File: config.mk
export PLATFORM = sky130hd
export DESIGN_NAME = logic_unit_pipe
export DESIGN_NICKNAME = d
export VERILOG_FILES = /design/src/rtl/logic_unit_pkg.sv /design/src/rtl/logic_op_core.sv /design/src/rtl/logic_unit_pipe.sv
export SDC_FILE = /design/constraint.sdc
export NUM_CORES = 1
export LEC_CHECK = 0
export CORE_MARGIN = 8
export CORE_UTILIZATION = 59
export DETAILED_ROUTE_END_ITERATION = 8
export MAX_ROUTING_LAYER = met4
export PLACE_DENSITY = 0.85
export SLEW_MARGIN = 20
export SYNTH_ARGS = -nofsm -noshare
export SYNTH_HDL_FRONTEND = slang
export SYNTH_SLANG_ARGS = --single-unit
export TNS_END_PERCENT = 1
File: constraint.sdc
create_clock -name clk -period 3.9 [get_ports clk]
set_input_delay 0.78 -clock clk [delete_from_list [all_inputs] [get_ports clk]]
set_output_delay 0.78 -clock clk [all_outputs]
set_load 0.02 [all_outputs]
File: src/rtl/logic_unit_pkg.sv
// Shared opcode definitions for the registered logic unit and its combinational core.
package logic_unit_pkg;

  localparam int OP_W = 3;

  localparam logic [OP_W-1:0] OP_AND   = 3'd0;
  localparam logic [OP_W-1:0] OP_OR    = 3'd1;
  localparam logic [OP_W-1:0] OP_NAND  = 3'd2;
  localparam logic [OP_W-1:0] OP_NOR   = 3'd3;
  localparam logic [OP_W-1:0] OP_NOTB  = 3'd4;
  localparam logic [OP_W-1:0] OP_XOR   = 3'd5;
  localparam logic [OP_W-1:0] OP_XNOR  = 3'd6;
  localparam logic [OP_W-1:0] OP_PASSA = 3'd7;

endpackage

File: src/rtl/logic_op_core.sv
// Purely combinational bitwise operation on two WIDTH-bit words, plus zero/ones/parity flags.
module logic_op_core
  import logic_unit_pkg::*;
#(
  parameter int WIDTH = 8
) (
  input  logic [WIDTH-1:0] a,
  input  logic [WIDTH-1:0] b,
  input  logic [OP_W-1:0]  op,
  output logic [WIDTH-1:0] result,
  output logic             zero,
  output logic             ones,
  output logic             parity
);

  // PASSA shares the default arm so the case is full for any tool.
  always_comb begin
    result = a;
    case (op)
      OP_AND:  result = a & b;
      OP_OR:   result = a | b;
      OP_NAND: result = ~(a & b);
      OP_NOR:  result = ~(a | b);
      OP_NOTB: result = ~b;
      OP_XOR:  result = a ^ b;
      OP_XNOR: result = ~(a ^ b);
      default: result = a;
    endcase
  end

  assign zero   = (result == '0);
  assign ones   = &result;
  assign parity = ^result;

endmodule

File: src/rtl/logic_unit_pipe.sv
// Two-stage valid/ready pipeline around logic_op_core with an optional accumulator as operand A.
module logic_unit_pipe
  import logic_unit_pkg::*;
#(
  parameter int WIDTH = 8
) (
  input  logic             clk,
  input  logic             rst,
  input  logic             in_valid,
  output logic             in_ready,
  input  logic [WIDTH-1:0] in_a,
  input  logic [WIDTH-1:0] in_b,
  input  logic [OP_W-1:0]  in_op,
  input  logic             in_acc,
  input  logic             acc_clr,
  output logic             out_valid,
  input  logic             out_ready,
  output logic [WIDTH-1:0] out_result,
  output logic             out_zero,
  output logic             out_ones,
  output logic             out_parity
);

  logic             s1_valid;
  logic [WIDTH-1:0] s1_a;
  logic [WIDTH-1:0] s1_b;
  logic [OP_W-1:0]  s1_op;
  logic             s1_acc;
  logic             s2_valid;
  logic [WIDTH-1:0] acc_reg;

  logic             s2_adv;
  logic             s1_adv;
  logic             s1_to_s2;
  logic [WIDTH-1:0] eff_a;
  logic [WIDTH-1:0] core_result;
  logic             core_zero;
  logic             core_ones;
  logic             core_parity;

  assign s2_adv    = !s2_valid || out_ready;
  assign s1_adv    = !s1_valid || s2_adv;
  assign s1_to_s2  = s1_valid && s2_adv;
  assign in_ready  = s1_adv && !rst;
  assign out_valid = s2_valid && !rst;

  // In-order s2 capture means acc_reg always holds the previous command's result here.
  assign eff_a = s1_acc ? acc_reg : s1_a;

  logic_op_core #(
    .WIDTH(WIDTH)
  ) u_core (
    .a      (eff_a),
    .b      (in_b_unused_guard(s1_b)),
    .op     (s1_op),
    .result (core_result),
    .zero   (core_zero),
    .ones   (core_ones),
    .parity (core_parity)
  );

  function automatic logic [WIDTH-1:0] in_b_unused_guard(input logic [WIDTH-1:0] v);
    return v;
  endfunction

  always_ff @(posedge clk) begin
    if (rst) begin
      s1_valid <= 1'b0;
      s1_a     <= '0;
      s1_b     <= '0;
      s1_op    <= '0;
      s1_acc   <= 1'b0;
    end else if (s1_adv) begin
      s1_valid <= in_valid;
      if (in_valid) begin
        s1_a   <= in_a;
        s1_b   <= in_b;
        s1_op  <= in_op;
        s1_acc <= in_acc;
      end
    end
  end

  // A clear coinciding with a transfer wins over loading the new result.
  always_ff @(posedge clk) begin
    if (rst) begin
      s2_valid   <= 1'b0;
      out_result <= '0;
      out_zero   <= 1'b0;
      out_ones   <= 1'b0;
      out_parity <= 1'b0;
      acc_reg    <= '0;
    end else begin
      if (s2_adv) begin
        s2_valid <= s1_valid;
        if (s1_valid) begin
          out_result <= core_result;
          out_zero   <= core_zero;
          out_ones   <= core_ones;
          out_parity <= core_parity;
        end
      end
      if (acc_clr) begin
        acc_reg <= '0;
      end else if (s1_to_s2) begin
        acc_reg <= core_result;
      end
    end
  end

endmodule

==> impl_metrics.tcl <==
set metrics [dict create \
    start_kind "register" \
    cp_top_family "compound AO/OA/AOI/OAI gates" \
    synth_cell_types 40 \
    antenna_found_initial 0 \
    cp_slowest_stage_delay_ns 0.63 \
    path_buf_inv 1 \
    gp_congestion 0.825 \
    die-height_um 84.6 \
    core_um2 4630 \
    powerDensity_nw_per_um2 317 \
    hp-class "reg -> reg" \
    wirelength_mm 6.43 \
    drtIter0Drc 253 \
    clkTransAtPathRegs_ns 0.07 \
    cts_buffer_depth 2 \
    htreeDepth 2 \
    initial_core_util_pct 59.9 \
    utilization_pct 69.0 \
    outcome "complete, no violations" \
    timing.final.max_slew_violations 0 \
    vias 2413 \
    syn_to_final_growth_pct 15.2 \
    ys_ff_latch 41 \
    synth_top_area_share_pct 29.6 \
    syn_area_um2 2770 \
    yosysMostFrequentCell "nand2_1" \
    skew_ns 0.00575 \
    cts_hold_buf 0 \
    cts_made_buffers 5 \
    worstSetupPathType "reg -> reg" \
    ys_seq_area_share_pct 29.6 \
    cts.repair.resized 0 \
    avgSynthCellArea_um2 8.58 \
    setup-violations-final 0 \
    relSlewSlack_pct 41.1 \
    cp.arrival_ns 3.34 \
    max_clock_freq_mhz 319 \
    cts_setup_buffers 0 \
    crit_chain "mux2i_1 -> ha_1 -> a21boi_1 -> a311o_1 -> a32oi_2 -> inv_1 -> ha_1 -> xor2_1 -> xnor2_1 -> a211oi_1" \
    clockRootBuffer "clkbuf_8" \
    worstSkewPairLatency_ns 0.29 \
    synth_commonest_cells "44 x nand2_1, 41 x dfxtp_1, 26 x inv_1" \
    core.rowCount 25 \
    ys.flop_type "dfxtp_1" \
    crit_top_cell "ha_1" \
    synth_top_cell_by_area "dfxtp_1" \
    place_ws_ns 0.807 \
    critPathCaptureType "register" \
    min_period_ns 3.14 \
    ant_nets 0 \
    grt_start_max_net_pins 58 \
    fin_worst_hold_slack_ns 0.453 \
    cap_violations 0 \
    rsz0062_at_grt "no" \
    setup_tns_ns 0 \
    finalPower_w 0.00101 \
    syn_inst 323 \
    fin_crit_sh_pct 80.4 \
    finalNetCount 398 \
    cp_max_fo 9 \
    drcViolationCount 0 \
    synthesis.nets 372 \
    cp_slowest_cell "dfxtp_1" \
    grt-ovfl-total 0 \
    finalHoldViolations 0 \
    required_ns 4.11 \
    worst_slack_ns 0.765 \
    grt_pass1_vias 2430 \
    leakage_nw 1.27 \
    async_flop_share_pct 0 \
    synth.area.top_cells "dfxtp_1 30%, ha_1 11%, nand2_1 6.0%" \
    die_w_um 84.6 \
    track_usage_pct 19.5 \
    diodes 0 \
    io_pins 38 \
    clock_sinks 41 \
    dr.pass1.iters 4 \
    dp.final_hpwl_mm 4.79 \
    port_buffers 37 \
    ir_worst_vdd_v 0.000221 \
    drive_gt1_share_pct 8.02 \
    yosys_warnings 0 \
    synth_edf_count 0 \
    dieArea_um2 7150 \
    grt_pass1_wl_mm 11.2 \
    tritoncts "done" \
    worstMarginPinSlew_ns 0.883 \
    via_per_inst 5.99 \
    avgRoutedWirePerCell_um 15.9 \
]
[logic make-up after synthesis]
kind of cell | synth area share (%)
AOI/OAI and AO/OA | 27.7
xor gates and xnor gates | 0.948
adders and majority gates | 10.8
buffers and inverters | 8.84
DFF | 29.6
muxes | 2.89
and+or+nand+nor | 19.2
[per-stage QoR]
stage / instances / instance area (um^2)
2_1_floorplan: 323 / 2770
3_3_place_gp: 396 / 3110
3_5_place_dp: 396 / 3110
4_1_cts: 403 / 3190
5_1_grt: 403 / 3190
6_report: 403 / 3190
[path summary, 6_finish.rpt]
path	start	end	slack [ns]	depth (start not counted)
max	s1_acc$_SDFFE_PP0P_	out_parity$_SDFFE_PP0P_	0.76	10
max reg2reg	s1_acc$_SDFFE_PP0P_	out_parity$_SDFFE_PP0P_	0.76	10
min reg2reg	out_zero$_SDFFE_PP0P_	out_zero$_SDFFE_PP0P_	0.45	2
min	out_zero$_SDFFE_PP0P_	out_zero$_SDFFE_PP0P_	0.45	2
[report_power, final]
part / internal [W] / total, W / switching, W
registers: 0.000439 / 0.000463 / 0.0000238
logic: 0.000126 / 0.000265 / 0.000138
clock network: 0.000141 / 0.000284 / 0.000143
total: 0.000706 / 0.00101 / 0.000306
[worst reg2reg max path, delay by kind of cell (launching register included)]
family / cells / cell delay (ns)
mux: 1 / 0.52
xor+xnor: 2 / 0.28
flops: 1 / 0.63
compound gates: 4 / 1.03
fa+ha+maj: 2 / 0.51
buf+inv: 1 / 0.08
[cell usage in the layout, fill, tap and decap left out, types with 2 or more instances in the layout]
cell type,Yosys,layout
a211oi_1,9,9
a21boi_1,7,8
a21oi_1,24,24
a22o_1,8,8
a311o_1,7,7
a32o_1,8,8
a32oi_2,7,7
and4_1,2,2
buf_4,1,6
clkbuf_8,0,6
clkdlybuf4s50_1,0,37
dfxtp_1,41,41
ha_1,24,24
inv_1,26,26
mux2i_1,8,8
nand2_1,44,44
nand2b_1,16,16
nand3_1,9,9
nor2_1,4,4
nor2b_1,12,12
nor3_1,8,8
o21a_1,7,7
o21ai_0,2,2
o31ai_2,7,7
or3_1,7,7
xor2_1,2,2
[cell type report]
type | count | area [um^2]
Multi-Input combinational cell | 232 | 1710
Fill cell | 376 | 1440
Clock buffer | 7 | 86.3
Sequential cell | 41 | 821
Inverter | 26 | 97.6
Tap cell | 54 | 67.6
Timing Repair Buffer | 43 | 415
[layer usage]
layer | vias to the layer above | GRT usage [%] | wire length, um
li1 | 1193 | - | -
met1 | 1145 | 23.5 | 2980
met2 | 58 | 31.6 | 3090
met3 | 17 | 3.22 | 184
met4 | 0 | 7.77 | 175
met5 | - | - | 0
Note: power is estimated with default switching activity, not from simulation.
